### config.mk
export PLATFORM = sky130hd
export DESIGN_NAME = mmio_uart_tx
export DESIGN_NICKNAME = d
export VERILOG_FILES = /design/src/rtl/cpu_io_pkg.sv /design/src/rtl/byte_fifo.sv /design/src/rtl/mmio_uart_tx.sv
export SDC_FILE = /design/constraint.sdc
export NUM_CORES = 1
export LEC_CHECK = 0
export CAP_MARGIN = 20
export CORE_ASPECT_RATIO = 1.4
export CORE_MARGIN = 10
export CORE_UTILIZATION = 46
export DETAILED_ROUTE_END_ITERATION = 16
export GPL_TIMING_DRIVEN = 1
export PLACE_DENSITY = 0.83
export SETUP_SLACK_MARGIN = 0.15
export SYNTH_ARGS = -nofsm -noshare
export SYNTH_HDL_FRONTEND = slang
export SYNTH_HIERARCHICAL = 1
export SYNTH_SLANG_ARGS = --single-unit
### constraint.sdc
create_clock -name clk -period 4.3 [get_ports clk]
set_clock_uncertainty 0.2 [all_clocks]
set_input_delay 0.86 -clock clk [delete_from_list [all_inputs] [get_ports clk]]
set_output_delay 0.86 -clock clk [all_outputs]
set_load 0.005 [all_outputs]
### src/rtl/cpu_io_pkg.sv
// Shared types and constants for the memory-mapped serial transmitter.
package cpu_io_pkg;

  // Transmitter line states: idle, then start bit, eight data bits, stop bit.
  typedef enum logic [1:0] {
    IDLE  = 2'd0,
    START = 2'd1,
    DATA  = 2'd2,
    STOP  = 2'd3
  } uart_state_t;

  // Default bus addresses of the transmit and status registers.
  localparam logic [31:0] TX_ADDR_DEF     = 32'h0000_0100;
  localparam logic [31:0] STATUS_ADDR_DEF = 32'h0000_0104;

  // Bit positions inside the status word.
  localparam int ST_BUSY  = 0;
  localparam int ST_EMPTY = 1;
  localparam int ST_FULL  = 2;
  localparam int ST_OVF   = 3;

endpackage

### src/rtl/byte_fifo.sv
// Small synchronous byte FIFO with first-word fall-through output.
// Pointers carry one extra wrap bit so full and empty are distinguishable.
// A push into a full FIFO is accepted when a pop happens on the same edge.
module byte_fifo #(
  parameter int DEPTH = 4
) (
  input  logic       clk,
  input  logic       reset,
  input  logic       push,
  input  logic [7:0] din,
  input  logic       pop,
  output logic [7:0] dout,
  output logic       full,
  output logic       empty
);

  localparam int AW = $clog2(DEPTH);

  logic [AW:0] wr_ptr_q, wr_ptr_d;
  logic [AW:0] rd_ptr_q, rd_ptr_d;
  logic [7:0]  mem_q [DEPTH];
  logic        do_push;
  logic        do_pop;

  assign empty   = (wr_ptr_q == rd_ptr_q);
  assign full    = (wr_ptr_q[AW] != rd_ptr_q[AW]) &&
                   (wr_ptr_q[AW-1:0] == rd_ptr_q[AW-1:0]);
  assign do_pop  = pop && !empty;
  assign do_push = push && (!full || do_pop);
  assign dout    = mem_q[rd_ptr_q[AW-1:0]];

  // Pointer advance for accepted pushes and pops.
  always_comb begin
    wr_ptr_d = wr_ptr_q;
    rd_ptr_d = rd_ptr_q;
    if (do_push) wr_ptr_d = wr_ptr_q + (AW+1)'(1);
    if (do_pop)  rd_ptr_d = rd_ptr_q + (AW+1)'(1);
  end

  // Pointer registers; reset empties the FIFO.
  // NOTE: state registers use non-blocking assignments so every flop samples pre-edge values.
  always_ff @(posedge clk or negedge reset) begin
    if (!reset) begin
      wr_ptr_q <= '0;
      rd_ptr_q <= '0;
    end else begin
      wr_ptr_q <= wr_ptr_d;
      rd_ptr_q <= rd_ptr_d;
    end
  end

  // Byte storage write port.
  // NOTE: storage is deliberately not reset; empty pointers make stale contents unobservable.
  always_ff @(posedge clk) begin
    if (do_push) mem_q[wr_ptr_q[AW-1:0]] <= din;
  end

endmodule

### src/rtl/mmio_uart_tx.sv
// Memory-mapped 8N1 serial transmitter sitting beside data memory.
// Stores to TX_ADDR queue a byte; STATUS_ADDR exposes overflow/full/empty/busy
// and a store there with bit 3 set clears the sticky overflow flag.
module mmio_uart_tx
  import cpu_io_pkg::*;
#(
  parameter int               WIDTH        = 32,
  parameter logic [WIDTH-1:0] TX_ADDR      = WIDTH'(TX_ADDR_DEF),
  parameter logic [WIDTH-1:0] STATUS_ADDR  = WIDTH'(STATUS_ADDR_DEF),
  parameter int               CLKS_PER_BIT = 16,
  parameter int               FIFO_DEPTH   = 4
) (
  input  logic             clk,
  input  logic             reset,
  input  logic [WIDTH-1:0] addr,
  input  logic [WIDTH-1:0] wdata,
  input  logic             we,
  output logic [WIDTH-1:0] rdata,
  output logic             tx,
  output logic             busy
);

  localparam int               CNT_W    = $clog2(CLKS_PER_BIT);
  localparam logic [CNT_W-1:0] CNT_LAST = CNT_W'(CLKS_PER_BIT - 1);

  uart_state_t      state_q, state_d;
  logic [CNT_W-1:0] cnt_q, cnt_d;
  logic [2:0]       bit_q, bit_d;
  logic [7:0]       sh_q, sh_d;
  logic             ovf_q, ovf_d;

  logic             push_req;
  logic             clr_req;
  logic             pop_req;
  logic             cnt_last;
  logic             fifo_full;
  logic             fifo_empty;
  logic [7:0]       fifo_dout;
  logic             unused_wdata;

  assign push_req     = we && (addr == TX_ADDR);
  assign clr_req      = we && (addr == STATUS_ADDR) && wdata[3];
  assign cnt_last     = (cnt_q == CNT_LAST);
  assign unused_wdata = ^wdata[WIDTH-1:8];

  byte_fifo #(
    .DEPTH(FIFO_DEPTH)
  ) u_fifo (
    .clk  (clk),
    .reset(reset),
    .push (push_req),
    .din  (wdata[7:0]),
    .pop  (pop_req),
    .dout (fifo_dout),
    .full (fifo_full),
    .empty(fifo_empty)
  );

  // Sticky overflow: a dropped push sets it, a status store with bit 3 clears it; set wins.
  // NOTE: every combinational output gets a default first so no path leaves it unassigned (no latch).
  always_comb begin
    ovf_d = ovf_q;
    if (clr_req) ovf_d = 1'b0;
    if (push_req && fifo_full && !pop_req) ovf_d = 1'b1;
  end

  // Overflow flag register.
  always_ff @(posedge clk or negedge reset) begin
    if (!reset) ovf_q <= 1'b0;
    else        ovf_q <= ovf_d;
  end

  // Transmitter state register with baud counter, bit index and shift register.
  always_ff @(posedge clk or negedge reset) begin
    if (!reset) begin
      state_q <= IDLE;
      cnt_q   <= '0;
      bit_q   <= '0;
      sh_q    <= '0;
    end else begin
      state_q <= state_d;
      cnt_q   <= cnt_d;
      bit_q   <= bit_d;
      sh_q    <= sh_d;
    end
  end

  // Next-state logic; frames chain straight from STOP into START when bytes are waiting.
  always_comb begin
    state_d = state_q;
    cnt_d   = cnt_q;
    bit_d   = bit_q;
    sh_d    = sh_q;
    pop_req = 1'b0;
    case (state_q)
      IDLE: begin
        if (!fifo_empty) begin
          pop_req = 1'b1;
          sh_d    = fifo_dout;
          cnt_d   = '0;
          state_d = START;
        end
      end
      START: begin
        if (cnt_last) begin
          cnt_d   = '0;
          bit_d   = '0;
          state_d = DATA;
        end else begin
          cnt_d = cnt_q + CNT_W'(1);
        end
      end
      DATA: begin
        if (cnt_last) begin
          cnt_d = '0;
          sh_d  = {1'b0, sh_q[7:1]};
          bit_d = bit_q + 3'd1;
          if (bit_q == 3'd7) state_d = STOP;
        end else begin
          cnt_d = cnt_q + CNT_W'(1);
        end
      end
      STOP: begin
        if (cnt_last) begin
          cnt_d = '0;
          if (!fifo_empty) begin
            pop_req = 1'b1;
            sh_d    = fifo_dout;
            state_d = START;
          end else begin
            state_d = IDLE;
          end
        end else begin
          cnt_d = cnt_q + CNT_W'(1);
        end
      end
      default: state_d = IDLE;
    endcase
  end

  // Line and busy outputs decoded from registered state only.
  always_comb begin
    tx = 1'b1;
    case (state_q)
      START:   tx = 1'b0;
      DATA:    tx = sh_q[0];
      default: tx = 1'b1;
    endcase
    busy = (state_q != IDLE) || !fifo_empty;
  end

  // Status readback, zero at every address other than STATUS_ADDR.
  always_comb begin
    rdata = '0;
    if (addr == STATUS_ADDR) begin
      rdata[ST_BUSY]  = busy;
      rdata[ST_EMPTY] = fifo_empty;
      rdata[ST_FULL]  = fifo_full;
      rdata[ST_OVF]   = ovf_q;
    end
  end

endmodule

# Word-level counts from Yosys, hierarchy flattened
# Memories as Yosys holds them, arrays and structs flattened.
# Index checks and enable logic that the tools add are counted.
[classes]
addsub = 4
multipliers = 0
div_mod_pow = 0
n_lt_le_gt_ge = 0
n_eq_ne = 15
shift = 0
muxes = 26
bitwise_logic = 0
n_reduce_logical = 22
[ops]
columns = ["operator", "n"]
rows = [
  ["equality test 32 x 9 -> 1 bit (second input constant)", 2],
  ["two-way mux 8 bit", 3],
  ["one-hot mux 8 bit (3 select lines)", 1],
  ["two-way mux 4 bit", 3],
  ["two-way mux 2 bit", 5],
  ["inequality test 2 bit (second input constant)", 5],
  ["adder 3 x 1 -> 3 bit (second input constant)", 3],
  ["logical AND 1 bit", 8],
  ["one-hot mux 2 bit (4 select lines)", 1],
  ["one-hot mux 4 bit (2 select lines)", 1],
  ["two-way mux 1 bit", 7],
  ["two-way mux 3 bit", 2],
  ["one-hot mux 3 bit (2 select lines)", 1],
  ["AND reduction 3 bit", 2],
  ["nonzero test 2 bit", 3],
  ["AND reduction 5 bit", 1],
  ["adder 4 x 1 -> 4 bit (second input constant)", 1],
  ["equality test 2 bit (second input constant)", 2],
  ["equality test 4 bit (second input constant)", 1],
  ["one-hot mux 1 bit (2 select lines)", 2],
  ["equality test 3 bit", 1],
  ["equality test 3 bit (second input constant)", 1],
  ["logical NOT 1 bit", 3],
  ["nonzero test 3 bit", 1],
  ["6 further kinds", 7],
]
[word_totals]
regBits = 24
latch_bits = 0
ram_bits = 32
rom_bits = 0
in_bits = 67
n_memories = 1
[memory_table]
columns = ["name", "depth", "word_bits", "read_ports", "rd_clocked_by_memory_dff", "write_ports", "line_no", "rtl"]
rows = [
  ["u_fifo.mem_q", 4, 8, 1, 0, 1, "byte_fifo.sv:21", "logic [7:0] mem_q [DEPTH];"],
]

# Logic depth before layout (Yosys ltp)
# Gate-level depths: netlist (run 1).
[depth]
ltp_word = 9
mapped_depth = 10
ltp_nobuf = 8

# By module
# The synthesis (run 1) kept the hierarchy.
[modules_own_cells]
columns = ["mod", "instances", "cells_each", "area_each_um2", "seq_area_each_um2"]
rows = [
  ["byte_fifo", 1, 89, 1607.8, 1111.1],
  ["mmio_uart_tx", 1, 147, 1338.8, 450.4],
]

# Worst setup path after synthesis (run 1)
# No wires, ideal clock.
[synth_path]
kind = "register to output"
start = "register u_fifo.rd_ptr_q[1]"
end = "output rdata[0]"
arrival_ps = 2033
t_required_ps = 3240
path_slack_ps = 1207
stages_incl_launch_ff = 9
path_buffers = 3
path_cell_list = "dfrtp_1 buf_2 xor2_1 buf_2 nor3_1 and2_1 clkbuf_1 inv_1 and3_1"
[synth_via]
elab_chain_len = 4
[synth_rtl]
columns = ["element", "line_no", "rtl"]
rows = [
  ["start, declared", "byte_fifo.sv:20", "logic [AW:0] rd_ptr_q, rd_ptr_d;"],
  ["start signal, assigned", "byte_fifo.sv:48", "rd_ptr_q <= rd_ptr_d;"],
  ["equality test 3 bit", "byte_fifo.sv:25", "assign empty = (wr_ptr_q == rd_ptr_q);"],
  ["named net fifo_empty", "mmio_uart_tx.sv:37", "logic fifo_empty;"],
  ["logical NOT 1 bit", "mmio_uart_tx.sv:149", "busy = (state_q != IDLE) || !fifo_empty;"],
  ["logical OR 1 bit", "mmio_uart_tx.sv:149", ""],
  ["named net busy", "mmio_uart_tx.sv:20", "output logic busy"],
  ["two-way mux 4 bit", "mmio_uart_tx.sv:155", "if (addr == STATUS_ADDR) begin"],
  ["end, declared", "mmio_uart_tx.sv:18", "output logic [WIDTH-1:0] rdata,"],
]
# The timed path passes the listed nets, and every way through them passes these cells.

# Final worst setup path (run 1)
[layout_path]
start = "input addr[11]"
end = "output rdata[2]"
[layout_via]
elab_chain_len = 2
[layout_rtl]
columns = ["element", "line_no", "rtl"]
rows = [
  ["start, declared", "mmio_uart_tx.sv:15", "input logic [WIDTH-1:0] addr,"],
  ["equality test 32 x 9 -> 1 bit", "mmio_uart_tx.sv:155", ""],
  ["two-way mux 4 bit", "mmio_uart_tx.sv:155", ""],
]
# No other way between the ends.

==> impl_results.md, run 1 <==
- Antenna diodes: 0
- Synth Area in Adders: 0.05945
- Peak supply drop: 0.3203 mV
- P_sw: 0.2476 mW
- Final Wtd Congestion: 0.7567
- EDFF count, synth: 32
- Setup Fix Bufs, Post-CTS: 0
- PD cells: 298.3 nW/um^2
- Synthesized flop and latch total: 56
- Final hold slack: 312.4 ps
- Ys Warns: 6
- Post-Syn Area: 2947 sq um
- HPWL after DPL: 4.676 mm
- IO Count: 101
- Vias per inst: 5.326
- Clock Latency Late Sink: 310 ps
- GR Overflow Total: 0
- RSZ-0062 raised after global routing: false
- Layout cells sized above 1: 0.1000
- Root Buffer Master: clkbuf_8
- Worst slew pin tran: 643.4 ps
- Largest family of logic cells by synthesized area: simple AND/OR/NAND/NOR gates
- DR vias: 1,928
- Drt wl/cell: 16.47 microns
- Final #Nets: 370
- Largest net degree at the start of global routing: 25
- Final wirelength: 5.961 mm
- Die area: 10,050 sq um
- Worst Setup End Kind: output port
- R2r setup slk: 1110 ps
- IO Port Bufs: 48
- DRC errors left: 0
- Startpoint types: input pin
- Ys flop type: edfxtp_1
- Die width: 87.64 microns
- Vias in the first global route: 2,013
- Setup_tns: 0 ps
- Tot GR Track Use: 0.1212
- Reg power frac: 0.602
- Core area: 6211 sq um
- Die Y: 114.7 microns
- Post-synthesis sequential area ratio: 0.5299
- HP Class: reg -> reg
- Arr. time, crit path: 2680 ps
- Syn avg cell area: 12.49 sq um
- Global-route wire length before repair: 9.770 mm
- Worst Setup Path Type: in -> out
- Reg clk slew, reported paths: 100 ps
- Synthesis-to-finish area growth: 19.02%
- 1st-pass router iterations: 5
- Tcrit/Tclk final: 0.8708
- P_int: 0.7985 mW
- Clk buf depth: 2
- Final slew viol count: 0
- Run status: complete, no violations
- Final min period: 3745 ps
- CTS Buf Count: 5
- Multiplexer share of the synthesized area: 0.09257
- Compound-Gate Fraction of Synth Area: 0.09172
- H-tree depth: 2
- Max Clock Freq: 267.1 MHz
- Max_slew headroom: 0.5710
- P_leak: 1.478 nW
- Xor and xnor fraction of the mapped netlist area: 0.01486
- Required time worst endpoint: 3240 ps
- Routed Antenna Nets: 0
- Max-cap violations: 0
- Simple-Gate Fraction of Synth Area: 0.1134
- Clock power share: 0.274
- Combinational Power Share: 0.124
- TritonCTS clock tree: yes
- Initial Utilization: 0.4744
- Initial antenna violation count: 0
- Yosys cell types: 51
- Switching Share: 0.2367
- Initial DRC count: 118
- Row Count: 34
- CP max FO: 4
- Final Hold Viols: 0
- Syn Inst Count: 236
- Ys async rst share: 0.4286
- TritonCTS Sinks: 56
- Final setup fails: 0
- Hold-fix buffers, CTS: 0
- Cts repair resizes: 0
routing by layer:
metal  global-route usage  vias to the layer above  routed length, microns
li1                     -                      923                       -
met1               0.1218                      948                    2117
met2               0.2335                       46                    3422
met3              0.02493                       11                     323
met4              0.04158                        0                      98
met5                    0                        -                       0
cell usage after synthesis (all sizes together), types with 2 or more instances:
cell type / instances / area (sq um)
o21ai: 9 / 45.04
nand4: 3 / 18.77
and2: 3 / 18.77
ha: 14 / 175.2
and3: 8 / 51.30
or3: 2 / 12.51
nor2: 12 / 45.04
xnor2: 2 / 17.52
dfrtp: 24 / 600.6
inv: 10 / 37.54
xor2: 3 / 26.28
nor4: 7 / 43.79
a32o: 2 / 20.02
o31ai: 3 / 22.52
mux2: 2 / 22.52
nand2: 12 / 45.04
mux2i: 7 / 70.07
nor3: 4 / 20.02
a21oi: 8 / 40.04
or2: 2 / 12.51
a31o: 3 / 26.28
edfxtp: 32 / 960.9
or4: 2 / 15.01
buf: 34 / 244.0
mux4: 8 / 180.2
o41ai: 2 / 25.03
nand3: 2 / 15.01
power groups by stage:
stage / Sequential (mW) / Combinational, mW / Clock, mW
6_report: 0.630 / 0.130 / 0.287
5_1_grt: 0.636 / 0.147 / 0.313
4_1_cts: 0.630 / 0.131 / 0.296
3_5_place_dp: 0.642 / 0.130 / 0
3_3_place_gp: 0.641 / 0.123 / 0
2_1_floorplan: 0.636 / 0.0802 / 0
worst max-delay path: stages:
cell and delay [ps]:
clkdlybuf4s50_1 390, nor4b_1 300, nand4_1 210, nor2_1 220, and3_1 180, clkdlybuf4s50_1 520
flip-flops by register name, indices dropped and copies added, names as in the netlist:
register and count:
u_fifo/mem_q 32, sh_q 8, cnt_q 4, bit_q 3, u_fifo/rd_ptr_q 3, u_fifo/wr_ptr_q 3
state_q 2, ovf_q 1
through the flow:
stage                     instances  total power, mW  worst slack [ps]  instance area, sq um    util
after floorplan                 263           0.7161              1207                  3048       -
after global placement          354           0.7636             557.2                  3416  0.5500
after detailed placement        354           0.7724             542.7                  3416  0.5500
after CTS                       362            1.057             542.7                  3507  0.5647
after global routing            362            1.096             327.8                  3507  0.5647
final                           362            1.046             555.4                  3507  0.5647
cell type report:
type | count | area (sq um)
Fill cell | 506 | 2704
Sequential cell | 56 | 1562
Multi-Input combinational cell | 162 | 1201
Timing Repair Buffer | 54 | 525.5
Tap cell | 72 | 90.09
Clock buffer | 5 | 68.82
Inverter | 10 | 37.54
Clock inverter | 3 | 22.52
logic make-up after synthesis:
| kind of cell | count (synthesis) |
|---|---|
| adder cells (fa/ha/maj) | 14 |
| other | 1 |
| flip-flops | 56 |
| buffers and inverters | 45 |
| XOR/XNOR | 5 |
| multiplexers | 17 |
| AO/OA/AOI/OAI | 36 |
| AND/OR/NAND/NOR | 62 |
layout by cell type, fill, tap and decap left out, types with 2 or more instances in the layout:
master / n
o31ai_1: 3
clkdlybuf4s50_1: 48
or3_1: 2
nor3_1: 4
a21oi_1: 8
or4_1: 2
a31o_2: 2
buf_4: 6
nor4_1: 7
xor2_1: 3
clkbuf_8: 5
inv_1: 10
and3_1: 7
and2_1: 3
nand2_1: 12
conb_1: 28
dfrtp_1: 24
mux4_2: 8
mux2i_1: 7
o21ai_0: 9
or2_1: 2
edfxtp_1: 32
ha_1: 14
xnor2_1: 2
nor2_1: 12
a32o_1: 2
nand4_1: 3
final timing paths:
path                                     from                 end  cells past startpoint
setup / recovery                     addr[11]            rdata[2]                      6
hold / removal                       bit_q[1]            bit_q[1]                      1
setup reg to reg           u_fifo/rd_ptr_q[1]  u_fifo/mem_q[1][4]                      8
hold reg to reg                      bit_q[1]            bit_q[1]                      1
max in group asynchronous               reset  u_fifo/wr_ptr_q[1]                      2
min in group asynchronous               reset             sh_q[2]                      2
(Power assumes the default switching activity.)
==> inputs of run 2 (changes only) <==
==> constraint.sdc (replaced) <==
create_clock -name clk -period 4.25 [get_ports clk]
set_clock_uncertainty 0.2 [all_clocks]
set_input_delay 0.85 -clock clk [delete_from_list [all_inputs] [get_ports clk]]
set_output_delay 0.85 -clock clk [all_outputs]
set_load 0.005 [all_outputs]
==> run 2 against run 1 <==
  * Clock power about the same
  * Utilization unchanged
  * Count of clock-buffer cells in the layout unchanged
  * First-iteration DRC count fell by 5.1%
  * Sequential share of layout area unchanged
  * Via count is 0.16% higher
  * Worst hold slack worse by 5.9 ps
  * Final cell count did not move
  * Design area unchanged
  * Critical endpoint is now rdata[0]
  * Highest routed layer unchanged
==> impl_results.md, run 2 (synthesized netlist as in run 1, its figures left out) <==
- Commonest non-fill, non-tap cells in the layout: clkdlybuf4s50_1, edfxtp_1, conb_1, dfrtp_1, ha_1 (unchanged)
- Final Wtd Congestion: 0.7527 (was 0.7567)
- Core area: 6211 sq um (unchanged)
- Grt met1 use: 0.1270 (was 0.1218)
- TritonCTS Sinks: 56 (unchanged)
- Row Count: 34 (unchanged)
- Number of flip-flops in the largest register: 32 (unchanged)
- Synthesis-to-finish area growth: 19.02% (unchanged)
- IO Port Bufs: 48 (unchanged)
- Final wirelength: 6.062 mm (was 5.961 mm)
- Max_slew headroom: 0.5759 (was 0.5710)
- Hold-fix buffers, CTS: 0 (unchanged)
- Root Buffer Master: clkbuf_8 (unchanged)
- Worst Setup Path Type: in -> out (unchanged)
- P_int: 0.8079 mW (was 0.7985 mW)
- Max-cap violations: 0 (unchanged)
- Setup_tns: 0 ps (unchanged)
- Die width: 87.64 microns (unchanged)
- Tot GR Track Use: 0.1216 (was 0.1212)
- TritonCTS clock tree: yes (unchanged)
- CTS Buf Count: 5 (unchanged)
- IO Count: 101 (unchanged)
- Die Y: 114.7 microns (unchanged)
- Largest net degree at the start of global routing: 25 (unchanged)
- Drt wl/cell: 16.75 microns (was 16.47 microns)
- H-tree depth: 2 (unchanged)
- Placed cell area: 3416 sq um (unchanged)
- RSZ-0062 raised after global routing: false (unchanged)
- Non-Filler Cell Area, Final: 3507 sq um (unchanged)
- Vias per inst: 5.334 (was 5.326)
- DR vias: 1,931 (was 1,928)
- HP Class: reg -> reg (unchanged)
- Run status: complete, no violations (unchanged)
- PD cells: 301.5 nW/um^2 (was 298.3 nW/um^2)
- Final Hold Viols: 0 (unchanged)
- HPWL after DPL: 4.679 mm (was 4.676 mm)
- Global-route wire length before repair: 9.784 mm (was 9.770 mm)
- Final slew viol count: 0 (unchanged)
- Worst Setup End Kind: output port (unchanged)
- Combinational Power Share: 0.124 (about the same)
- GR peak layer: met2 (unchanged)
- Antenna diodes: 0 (unchanged)
- Final #Nets: 370 (unchanged)
- Startpoint types: input pin (unchanged)
- Initial DRC count: 112 (was 118)
- M3 GR Usage: 0.02991 (was 0.02493)
- Commonest non-fill, non-tap cell in the layout: clkdlybuf4s50_1 (unchanged)
- Layout cells sized above 1: 0.1000 (unchanged)
- P_sw: 0.2495 mW (was 0.2476 mW)
- P_leak: 1.478 nW (unchanged)
- CP max FO: 4 (unchanged)
- Clk buf depth: 2 (unchanged)
- Tcrit/Tclk final: 0.8900
- DRC errors left: 0 (unchanged)
- Required time worst endpoint: 3200 ps (was 3240 ps)
- Initial Utilization: 0.4744 (unchanged)
- Clock power share: 0.274 (about the same)
- Arr. time, crit path: 2730 ps (was 2680 ps)
- Clock Latency Late Sink: 300 ps (was 310 ps)
- Reg clk slew, reported paths: 100 ps (about the same)
- Peak supply drop: 0.2368 mV (was 0.3203 mV)
- Cts repair resizes: 0 (unchanged)
- Max Clock Freq: 264.4 MHz
- Worst slew pin tran: 636.2 ps (was 643.4 ps)
- Initial antenna violation count: 0 (unchanged)
- Setup Fix Bufs, Post-CTS: 0 (unchanged)
- Total power: 1.057 mW (was 1.046 mW)
- GR Overflow Total: 0 (unchanged)
- Switching Share: 0.2359 (was 0.2367)
- Final min period: 3783 ps
- Reg power frac: 0.603 (was 0.602)
- Vias in the first global route: 2,019 (was 2,013)
- FILL cells: 508 (was 506)
- Met2 Usage GRT: 0.2296 (was 0.2335)
- Final setup fails: 0 (unchanged)
- 1st-pass router iterations: 4 (was 5)
- Final hold slack: 306.6 ps (was 312.4 ps)
- Die area: 10,050 sq um (unchanged)
- Routed Antenna Nets: 0 (unchanged)
## run 2: cell counts in the layout (fill, tap and decap cells not counted)
Identical to the previous run, type by type.
## run 2: through the flow
step                cells  utilization  setup WS [ps]
floorplan             263            -           1167
global placement      354       0.5500          526.9
detailed placement    354       0.5500          421.8
CTS                   362       0.5647          420.4
global route          362       0.5647          221.7
finish                362       0.5647          467.3
## run 2: final timing paths
kind	startpoint	end	slack, ps	cells after the start
worst max-delay path	addr[11]	rdata[0]	470	6
worst min-delay path	bit_q[0]	bit_q[0]	310	1
worst max register to register	u_fifo/rd_ptr_q[1]	u_fifo/mem_q[0][2]	1060	8
worst min register to register	bit_q[0]	bit_q[0]	310	1
max in group asynchronous	reset	u_fifo/wr_ptr_q[1]	2910	2
min in group asynchronous	reset	sh_q[6]	700	2
## run 2: power groups by stage
stage          registers (mW)  logic (mW)  clock network [mW]
6_report                0.637       0.131               0.289
5_1_grt                 0.645       0.147               0.323
4_1_cts                 0.638       0.131               0.300
3_5_place_dp            0.649       0.132                   0
3_3_place_gp            0.649       0.124                   0
2_1_floorplan           0.643      0.0811                   0
## run 2: cell type report
cell class | count | area (sq um) | area share
clock buffer | 5 | 68.82 | 0.01962
tap | 72 | 90.09 | 0.02569
clock inverter | 3 | 22.52 | 0.006422
multi-input combinational | 162 | 1201 | 0.3425
inverter | 10 | 37.54 | 0.01070
sequential | 56 | 1562 | 0.4452
timing repair buffer | 54 | 525.5 | 0.1498
## run 2: metal layers
metal | vias up | part of all wire
li1 | 921 | -
met1 | 956 | 0.34
met2 | 48 | 0.58
met3 | 6 | 0.064
met4 | 0 | 0.011
met5 | - | 0
## run 2: worst max-delay path, cell delays in order
cell,delay [ps]
clkdlybuf4s50_1,400
nor4b_1,330
nand4_1,200
nor2_1,240
and3_1,200
clkdlybuf4s50_1,510
